File: config.mk
export PLATFORM = sky130hd
export DESIGN_NAME = midi_tx
export DESIGN_NICKNAME = d
export VERILOG_FILES = /design/src/rtl/midi_tx_pkg.sv /design/src/rtl/midi_tx_fifo.sv /design/src/rtl/midi_tx.sv
export SDC_FILE = /design/constraint.sdc
export NUM_CORES = 1
export LEC_CHECK = 0
export CAP_MARGIN = 30
export CORE_ASPECT_RATIO = 1.5
export CORE_MARGIN = 2
export CORE_UTILIZATION = 23
export CTS_BUF_LIST = sky130_fd_sc_hd__clkbuf_4 sky130_fd_sc_hd__clkbuf_8
export CTS_CLUSTER_DIAMETER = 40
export CTS_CLUSTER_SIZE = 20
export DETAILED_ROUTE_END_ITERATION = 8
export GPL_TIMING_DRIVEN = 0
export PLACE_DENSITY = 0.39
export SLEW_MARGIN = 20
export SYNTH_ARGS = -nofsm -noshare
export SYNTH_HDL_FRONTEND = slang
export SYNTH_HIERARCHICAL = 1
export SYNTH_SLANG_ARGS = --single-unit
export TNS_END_PERCENT = 100
File: constraint.sdc
create_clock -name clk_i -period 2 [get_ports clk_i]
set_input_delay 0.4 -clock clk_i [delete_from_list [all_inputs] [get_ports clk_i]]
set_output_delay 0.4 -clock clk_i [all_outputs]
set_load 0.02 [all_outputs]
File: src/rtl/midi_tx_pkg.sv
// Shared MIDI constants and payload type for the MIDI TX path.
// Global defaults are defined here once, guarded so an upstream header can override them.
`ifndef F_CLK_HZ
`define F_CLK_HZ 10_000_000
`endif
`ifndef F_BAUD
`define F_BAUD 31_250
`endif
`ifndef MIDI_PAYLOAD_BITS
`define MIDI_PAYLOAD_BITS 8
`endif
`ifndef MIDI_STOP_BITS
`define MIDI_STOP_BITS 1
`endif

package midi_tx_pkg;
    localparam int PAYLOAD_BITS = `MIDI_PAYLOAD_BITS;
    localparam int FRAME_BITS   = 1 + PAYLOAD_BITS + `MIDI_STOP_BITS;

    typedef logic [PAYLOAD_BITS-1:0] midiByte_t;
endpackage

File: src/rtl/midi_tx_fifo.sv
// Purpose: small synchronous FIFO buffering bytes ahead of the MIDI serialiser.
// Latency: a pushed entry is visible on popData_o the cycle after the push edge.
// Backpressure: pushes are ignored while full_o, pops while empty_o; no full-state bypass.
module midi_tx_fifo #(
    parameter int WIDTH = 8,
    parameter int DEPTH = 4
) (
    input  logic             clk_i,
    input  logic             nrst_i,
    input  logic             push_i,
    input  logic [WIDTH-1:0] pushData_i,
    input  logic             pop_i,
    output logic [WIDTH-1:0] popData_o,
    output logic             full_o,
    output logic             empty_o
);
    localparam int AW = $clog2(DEPTH);

    logic [WIDTH-1:0] mem [DEPTH];
    logic [AW:0]      wrPtr;
    logic [AW:0]      rdPtr;

    // Extra MSB on each pointer tells full from empty when the indices match.
    assign empty_o   = (wrPtr == rdPtr);
    assign full_o    = (wrPtr[AW] != rdPtr[AW]) && (wrPtr[AW-1:0] == rdPtr[AW-1:0]);
    assign popData_o = mem[rdPtr[AW-1:0]];

    always_ff @(posedge clk_i) begin
        if (!nrst_i) begin
            wrPtr <= '0;
            rdPtr <= '0;
        end else begin
            if (push_i && !full_o) wrPtr <= wrPtr + (AW+1)'(1);
            if (pop_i && !empty_o) rdPtr <= rdPtr + (AW+1)'(1);
        end
    end

    always_ff @(posedge clk_i) begin
        if (push_i && !full_o) mem[wrPtr[AW-1:0]] <= pushData_i;
    end
endmodule

File: src/rtl/midi_tx.sv
// Purpose: MIDI 8N1 serial transmitter, LSB first, idle high; MIDI_TX_FIFO_EN adds an input FIFO.
// Latency: start bit driven on the accept edge (one cycle later via the FIFO); frame = 10 bit times.
// Backpressure: txReady_o only in IDLE without the FIFO, otherwise while the FIFO is not full.
module midi_tx
    import midi_tx_pkg::*;
#(
    parameter int CYCLES_PER_BIT = `F_CLK_HZ / `F_BAUD,
    parameter int FIFO_DEPTH     = 4
) (
    input  logic                          clk_i,
    input  logic                          nrst_i,
    input  logic                          txValid_i,
    input  logic [`MIDI_PAYLOAD_BITS-1:0] txByte_i,
    output logic                          txReady_o,
    output logic                          txData_o,
    output logic                          busy_o
);
    localparam logic [1:0] IDLE  = 2'd0;
    localparam logic [1:0] START = 2'd1;
    localparam logic [1:0] DATA  = 2'd2;
    localparam logic [1:0] STOP  = 2'd3;

    localparam int              CW       = $clog2(CYCLES_PER_BIT);
    localparam logic [CW-1:0]   CYC_LAST = CW'(CYCLES_PER_BIT - 1);
    localparam int              BW       = $clog2(PAYLOAD_BITS);
    localparam logic [BW-1:0]   BIT_LAST = BW'(PAYLOAD_BITS - 1);

    if (CYCLES_PER_BIT < 2 || FIFO_DEPTH < 2 || (FIFO_DEPTH & (FIFO_DEPTH - 1)) != 0) begin : gBadParams
        $error("midi_tx: CYCLES_PER_BIT must be >= 2 and FIFO_DEPTH a power of two >= 2");
    end

    logic [1:0]    state;
    logic [1:0]    nextState;
    logic [CW-1:0] cycleCounter;
    logic [BW-1:0] bitCounter;
    midiByte_t     shiftReg;
    midiByte_t     frameByte;
    logic          busyReg;
    logic          startFrame;
    logic          cycleEnd;

    assign cycleEnd = (cycleCounter == CYC_LAST);

`ifdef MIDI_TX_FIFO_EN
    logic fifoFull;
    logic fifoEmpty;

    // Pop edge is the START-entry edge, so the popped byte is latched as it leaves.
    midi_tx_fifo #(
        .WIDTH (PAYLOAD_BITS),
        .DEPTH (FIFO_DEPTH)
    ) uFifo (
        .clk_i      (clk_i),
        .nrst_i     (nrst_i),
        .push_i     (txValid_i),
        .pushData_i (txByte_i),
        .pop_i      (startFrame),
        .popData_o  (frameByte),
        .full_o     (fifoFull),
        .empty_o    (fifoEmpty)
    );

    assign startFrame = (state == IDLE) && !fifoEmpty;
`else
    assign startFrame = (state == IDLE) && txValid_i;
    assign frameByte  = txByte_i;
`endif

    always_ff @(posedge clk_i) begin
        if (!nrst_i) begin
            state   <= IDLE;
            busyReg <= 1'b0;
        end else begin
            state   <= nextState;
            busyReg <= (nextState != IDLE);
        end
    end

    always_comb begin
        nextState = state;
        case (state)
            IDLE:    if (startFrame) nextState = START;
            START:   if (cycleEnd) nextState = DATA;
            DATA:    if (cycleEnd && bitCounter == BIT_LAST) nextState = STOP;
            STOP:    if (cycleEnd) nextState = IDLE;
            default: nextState = IDLE;
        endcase
    end

    always_comb begin
`ifdef MIDI_TX_FIFO_EN
        txReady_o = !fifoFull;
        busy_o    = busyReg || !fifoEmpty;
`else
        txReady_o = (state == IDLE);
        busy_o    = busyReg;
`endif
    end

    always_ff @(posedge clk_i) begin
        if (!nrst_i) begin
            txData_o     <= 1'b1;
            cycleCounter <= '0;
            bitCounter   <= '0;
            shiftReg     <= '0;
        end else begin
            case (state)
                IDLE: begin
                    cycleCounter <= '0;
                    bitCounter   <= '0;
                    txData_o     <= 1'b1;
                    if (startFrame) begin
                        shiftReg <= frameByte;
                        txData_o <= 1'b0;
                    end
                end
                START: begin
                    if (cycleEnd) begin
                        cycleCounter <= '0;
                        txData_o     <= shiftReg[0];
                    end else begin
                        cycleCounter <= cycleCounter + CW'(1);
                    end
                end
                DATA: begin
                    if (cycleEnd) begin
                        cycleCounter <= '0;
                        shiftReg     <= shiftReg >> 1;
                        // bitCounter holds at the last bit rather than wrapping.
                        if (bitCounter == BIT_LAST) begin
                            txData_o <= 1'b1;
                        end else begin
                            bitCounter <= bitCounter + BW'(1);
                            txData_o   <= shiftReg[1];
                        end
                    end else begin
                        cycleCounter <= cycleCounter + CW'(1);
                    end
                end
                STOP: begin
                    txData_o <= 1'b1;
                    if (cycleEnd) cycleCounter <= '0;
                    else          cycleCounter <= cycleCounter + CW'(1);
                end
                default: begin
                    cycleCounter <= '0;
                    bitCounter   <= '0;
                    txData_o     <= 1'b1;
                end
            endcase
        end
    end
endmodule
==> impl_metrics.env <==
export IMPL_grt_pass1_vias=1014
export IMPL_diodes=0
export IMPL_track_usage_pct=10.7
export IMPL_status="finished, final reports clean"
export IMPL_whs_ns=0.471
export IMPL_hp_start="shiftReg[5]"
export IMPL_cts_made_buffers=3
export IMPL_synth_fa_ha_area_share_pct=3.27
export IMPL_synth_seq_area_share_pct=41.8
export IMPL_ant_nets=0
export IMPL_fin_skew_ns=0.00561
export IMPL_overflow=0
export IMPL_first_iter_violations=27
export IMPL_power_switching_w=0.000216
export IMPL_dr_pass1_iters=4
export IMPL_drt_wirelength_per_cell_um=12.7
export IMPL_drv_slew=0
export IMPL_antenna_found_initial=0
export IMPL_worstSetupPathType="reg2reg"
export IMPL_r2r_cells=7
export IMPL_synth_common_cells="24 x dfxtp_1, 17 x nand2_1, 8 x nor2_1"
export IMPL_hold_path_end="shiftReg[5]"
export IMPL_syn_inst=131
export IMPL_start_kind="flip-flop"
export IMPL_worstPathRequired_ns=2.17
export IMPL_cts_clk_slew_worst_paths_ns=0.09
export IMPL_ys_ff_latch=24
export IMPL_synth_compound_area_share_pct=23.5
export IMPL_dp_hpwl_um=2060
export IMPL_ir_worst_vdd_uv=233
export IMPL_synth_area_leader_cell="dfxtp_1"
export IMPL_worst_pin_slew_ns=0.828
export IMPL_pin_count=14
export IMPL_hold_violations=0
export IMPL_synth_mux_area_share_pct=0.871
export IMPL_r2r_slack_ns=0.16
export IMPL_netlist_area_um2=1150
export IMPL_worst_path_max_fanout=8
export IMPL_die_area_um2=5590
export IMPL_synth_most_common_cell="dfxtp_1"
export IMPL_synth_distinct_cells=40
export IMPL_io_buffers=13
export IMPL_synth_edf_count=0
export IMPL_hp_class="reg2reg"
export IMPL_p_per_area_nw_per_um2=707
export IMPL_nets=162
export IMPL_h_tree_depth=1
export IMPL_postCtsSetupBuffers=0
export IMPL_placed_area_um2=1360
export IMPL_fp_dieW_um=61.7
export IMPL_r2r_end="bitCounter[2]"
export IMPL_async_reset_ff_share_pct=0
export IMPL_rsz0062_at_grt="false"
export IMPL_path_buf_inv=2
export IMPL_p_clk_share_pct=41.7
export IMPL_fmax_mhz=543
export IMPL_r2r_start="cycleCounter[1]"
export IMPL_maxSlewHeadroom_pct=44.4
export IMPL_maxCapViolations=0
export IMPL_synth_top_family_by_area="compound AO/OA/AOI/OAI gates"
export IMPL_fin_crit_sh_pct=92.0
export IMPL_design_area_um2=1450
export IMPL_synth_simple_gate_area_share_pct=21.8
export IMPL_syn_num_nets=145
export IMPL_synthTopCellsByArea="dfxtp_1 42%, nand2_1 5.6%, a21boi_0 4.6%"
export IMPL_cp_end_kind="flip-flop"
export IMPL_start_util_pct=23.9
export IMPL_cts_root_buffer="clkbuf_8"
export IMPL_slowest_stage="dfxtp_1"
export IMPL_p_leak_nw=0.506
export IMPL_critical_path_top_delay_family="flip-flops"
export IMPL_area_growth_pct=26.3
export IMPL_path_cells="ha_2 > nor4bb_2 > buf_4 > and2_1 > buf_2 > a21oi_1 > a22o_2"
export IMPL_hold_buffers=0
export IMPL_drive_gt1_share_pct=12.2
export IMPL_hold_depth=2
export IMPL_fill_cells=557
export IMPL_p_int_w=0.000809
export IMPL_drc=0
export IMPL_wl_um=2700
export IMPL_setup_viol=0
export IMPL_p_seq_share_pct=49.2
export IMPL_p_comb_share_pct=9.1
export IMPL_synthFlopType="dfxtp_1"
export IMPL_tns_ns=0
export IMPL_post_synth_xor_area_fraction_pct=3.81
export IMPL_synth_top_area_share_pct=41.8
export IMPL_clk_path_buf_depth=2
export IMPL_gp_congestion=0.682
export IMPL_cts_tree="built"
export IMPL_critical_path_max_stage_delay_ns=0.41
export IMPL_clock_latency_ns=0.27
export IMPL_crit_arrival_ns=2.01
export IMPL_coreArea_um2=4810
export IMPL_via_per_inst=4.69
export IMPL_swShare_pct=21.1
export IMPL_rows=31
export IMPL_grt_pass1_wl_um=4510
export IMPL_routed_via_count=999
export IMPL_grt_max_degree=15
export IMPL_cts_sinks=24
export IMPL_syn_mean_instance_area_um2=8.77
export IMPL_yosys_warnings=6
export IMPL_fin_crit_ns=1.84
export IMPL_die_h_um=90.6
## routing by layer
metal  routed length [um]  vias up  track usage (%)
li1                     -      503                -
met5                    0        -                0
met4                   53        0             4.79
met2                 1520       15             19.8
met1                 1060      476             10.7
met3                   63        5             1.72
## worst register-to-register path: stages (launching register included)
cell      delay (ns)
dfxtp_1         0.41
ha_2            0.25
nor4bb_2        0.21
buf_4           0.21
and2_1          0.13
buf_2           0.18
a21oi_1         0.11
a22o_2          0.25
## flip-flops by register name, indices dropped and copies added (netlist names)
name and flops:
cycleCounter 9, shiftReg 8, bitCounter 3, state 2
busy_o 1, txData_o 1
## stage by stage
step	util, %	setup WS, ns	instances	power [W]
2_1_floorplan	-	0.294	131	0.000564
3_3_place_gp	28.3	-0.0680	210	0.000610
3_5_place_dp	28.3	-0.110	210	0.000612
4_1_cts	29.8	0.0823	213	0.00105
5_1_grt	30.2	0.00171	213	0.00107
6_report	30.2	0.159	213	0.00103
## worst max-delay path by stage
stage | start | end | slack (ns) | depth (start not counted)
global route | cycleCounter[1] | bitCounter[1] | 0.002 | 7
global placement | txValid_i | shiftReg[5] | -0.07 | 5
detailed placement | txValid_i | shiftReg[2] | -0.11 | 5
finish | cycleCounter[1] | bitCounter[2] | 0.16 | 7
floorplan | cycleCounter[0] | bitCounter[1] | 0.29 | 7
CTS | cycleCounter[0] | bitCounter[2] | 0.08 | 7
## logic make-up (layout without fill, tap and decap cells)
kind of cell,count (synthesis),count (layout)
adders and majority gates,3,3
xor gates and xnor gates,5,5
AOI/OAI and AO/OA,39,39
and+or+nand+nor,48,48
muxes,1,1
buffers and inverters,11,27
DFF,24,24
## placed cells by master (no fill, tap or decap), drive strengths merged
cell type      synthesis  routed
buf                    5       5
a21boi                 8       8
or3                    2       2
o31ai                  1       1
clkbuf                 4       6
nand3b                 1       1
xnor2                  3       3
a31oi                  3       3
o21ai                  5       5
nand3                  4       4
and3b                  1       1
clkdlybuf4s50          0      12
and2b                  1       1
o211ai                 2       2
o21a                   1       1
a311oi                 1       1
nor3                   3       3
a22oi                  7       7
a32oi                  1       1
bufinv                 0       1
a21oi                  6       6
mux2i                  1       1
nor2b                  3       3
a211oi                 1       1
and2                   2       2
and4                   2       2
nand2                 17      17
dfxtp                 24      24
dlygate4sd2            0       1
nor4bb                 1       1
nand4                  1       1
xor2                   2       2
ha                     3       3
nor2                   8       8
a22o                   2       2
inv                    2       2
nor3b                  2       2
a41oi                  1       1
## cell type report
class	instances	area (um2)	area share [%]
Clock inverter	1	30.0	2.07
Buffer	8	50.0	3.45
Clock buffer	3	41.3	2.85
Multi-Input combinational cell	96	628	43.3
Timing Repair Buffer	13	129	8.89
Inverter	2	7.51	0.518
Sequential cell	24	482	33.2
Tap cell	66	82.6	5.69
## timing repair
action	4_1_cts	5_1_grt
resized for setup	4	4
endpoints found under the setup margin	1	10
pin swaps	0	0
## power by group through the flow
| stage | logic (W) | clock network, W | registers, W |
|---|---|---|---|
| 6_report | 0.0000934 | 0.000427 | 0.000505 |
| 3_3_place_gp | 0.0000970 | 0 | 0.000513 |
| 4_1_cts | 0.0000947 | 0.000449 | 0.000505 |
| 2_1_floorplan | 0.0000483 | 0 | 0.000516 |
| 3_5_place_dp | 0.0000981 | 0 | 0.000514 |
| 5_1_grt | 0.000104 | 0.000461 | 0.000507 |
Power figures use the tool's default switching activity.
==> RTL change: new RTL, config.mk and constraints unchanged <==
Build with the macro `MIDI_TX_FIFO_EN` defined.
--- a/src/rtl/midi_tx.sv
+++ b/src/rtl/midi_tx.sv
@@ -3,2 +3,4 @@
 // Backpressure: txReady_o only in IDLE without the FIFO, otherwise while the FIFO is not full.
+`define MIDI_TX_FIFO_EN
+
 module midi_tx
Formal check against the unedited RTL: not equivalent (a bounded check fails within 4 cycles, from zero or initial values and one cycle with nrst_i low).
==> RTL change against the unedited design <==
- power rose to 4.2 times the old value
- cell area rose to 2.6 times the old value
- synthesized area rose to 2.7 times the old value
- worst setup slack got worse by 0.088 ns
- via count rose by 120%
- core utilization fell by 0.91 points
- sequential cell count rose by 40
- wire length rose to 2.7 times the old value
- largest power group unchanged
- non-clock buffer count rose by 23
- critical path depth rose by 3
==> RTL change: results (changes against the unedited design) <==
RUN STATUS
--------------------------------------------------------------------------------
Run status                                                             completed   unchanged

DRT
--------------------------------------------------------------------------------
Sum of met3 wire segment lengths after detailed routing                   173 µm   was 63 µm
Routed metal-1 wire length                                               3.12 mm   was 1.06 mm
Via-per-instance ratio                                                      4.82   was 4.69
Post-DR wirelength/cell                                                  15.7 µm   was 12.7 µm

GLOBAL ROUTE
--------------------------------------------------------------------------------
Vias in the first global route                                              2211   was 1014
GR met1 Demand/Resource                                                    12.4%   was 10.7%

PWR
--------------------------------------------------------------------------------
Worst VDD drop                                                            281 µV   was 233 µV
LEAKAGE                                                                  1.29 nW   was 0.506 nW

TIMING
--------------------------------------------------------------------------------
Max Clock Freq                                                           518 MHz   was 543 MHz
Relative slew slack                                                        52.3%   was 44.4%

MIN PATH
--------------------------------------------------------------------------------
Start point of the worst min-delay path                             cycleCounter[0]   was shiftReg[5]

CRITICAL PATH
--------------------------------------------------------------------------------
R2R depth                                                                     10   was 7
Crit path arrival time                                                   2.21 ns   was 2.01 ns
Largest delay share family, worst path                              simple AND/OR/NAND/NOR gates   was flip-flops
Cell with the biggest individual delay on the critical path         sky130_fd_sc_hd__or3_1   was sky130_fd_sc_hd__dfxtp_1
Minimum setup slack among reg-to-reg paths                               0.07 ns   was 0.16 ns

CLOCK TREE
--------------------------------------------------------------------------------
Clock latency on the worst-skew pair                                     0.34 ns   was 0.27 ns
Inserted Clock Buffers                                                         9   was 3

CELLS AND AREA
--------------------------------------------------------------------------------
Largest register FFs                                                          32   was 9
Nets                                                                         315   was 162
Final standard cell count with taps included and fillers excluded            460   was 213
Post-route standard cell area excluding fillers                      0.00381 mm²   was 0.00145 mm²

LOGIC SYNTHESIS
--------------------------------------------------------------------------------
Biggest area contributors in the synthesized netlist                sky130_fd_sc_hd__edfxtp_1, sky130_fd_sc_hd__dfxtp_1, sky130_fd_sc_hd__mux4_2   was sky130_fd_sc_hd__dfxtp_1, sky130_fd_sc_hd__nand2_1, sky130_fd_sc_hd__a21boi_0
Post-synthesis area per instance                                        11.9 µm²   was 8.77 µm²
Post-synth EDFFs                                                              32   was 0
Most frequent cells after synthesis                                 sky130_fd_sc_hd__dfxtp_1, sky130_fd_sc_hd__edfxtp_1, sky130_fd_sc_hd__a31oi_1, sky130_fd_sc_hd__nand2_1, sky130_fd_sc_hd__nand4_1   was sky130_fd_sc_hd__dfxtp_1, sky130_fd_sc_hd__nand2_1, sky130_fd_sc_hd__nor2_1

PLACE
--------------------------------------------------------------------------------
HPWL after detailed placement                                            4.78 mm   was 2.06 mm
Placed cell area                                                     0.00340 mm²   was 0.00136 mm²

[RTL change: kinds of logic (layout without fill, tap and decap cells)]
| family | count (synthesis) | count (layout) | share of synthesized area [%] |
|---|---|---|---|
| flops | 64 | 64 | 52.3 |
| fa+ha+maj | 8 | 8 | 3.27 |
| xor+xnor | 9 | 9 | 2.58 |
| compound gates | 64 | 64 | 14.8 |
| simple gates | 75 | 75 | 14.5 |
| mux | 9 | 9 | 6.25 |
| buf+inv | 28 | 72 | 6.30 |
[RTL change: power by group]
part / internal, W / switching [W]
Sequential: 0.00161 / 0.000117
Combinational: 0.000755 / 0.000841
Clock: 0.000472 / 0.000518
[RTL change: cell type report]
class                   instances  share of cell area, %
inverters                      11                   1.41
flip-flops and latches         64                   42.3
plain buffers                  17                   4.14
clock inverters                 6                  0.920
repair inverters                1                  0.296
repair buffers                 27                   6.02
well taps                     159                   5.23
clock buffers                  10                   3.62
multi-input cells             165                   36.0
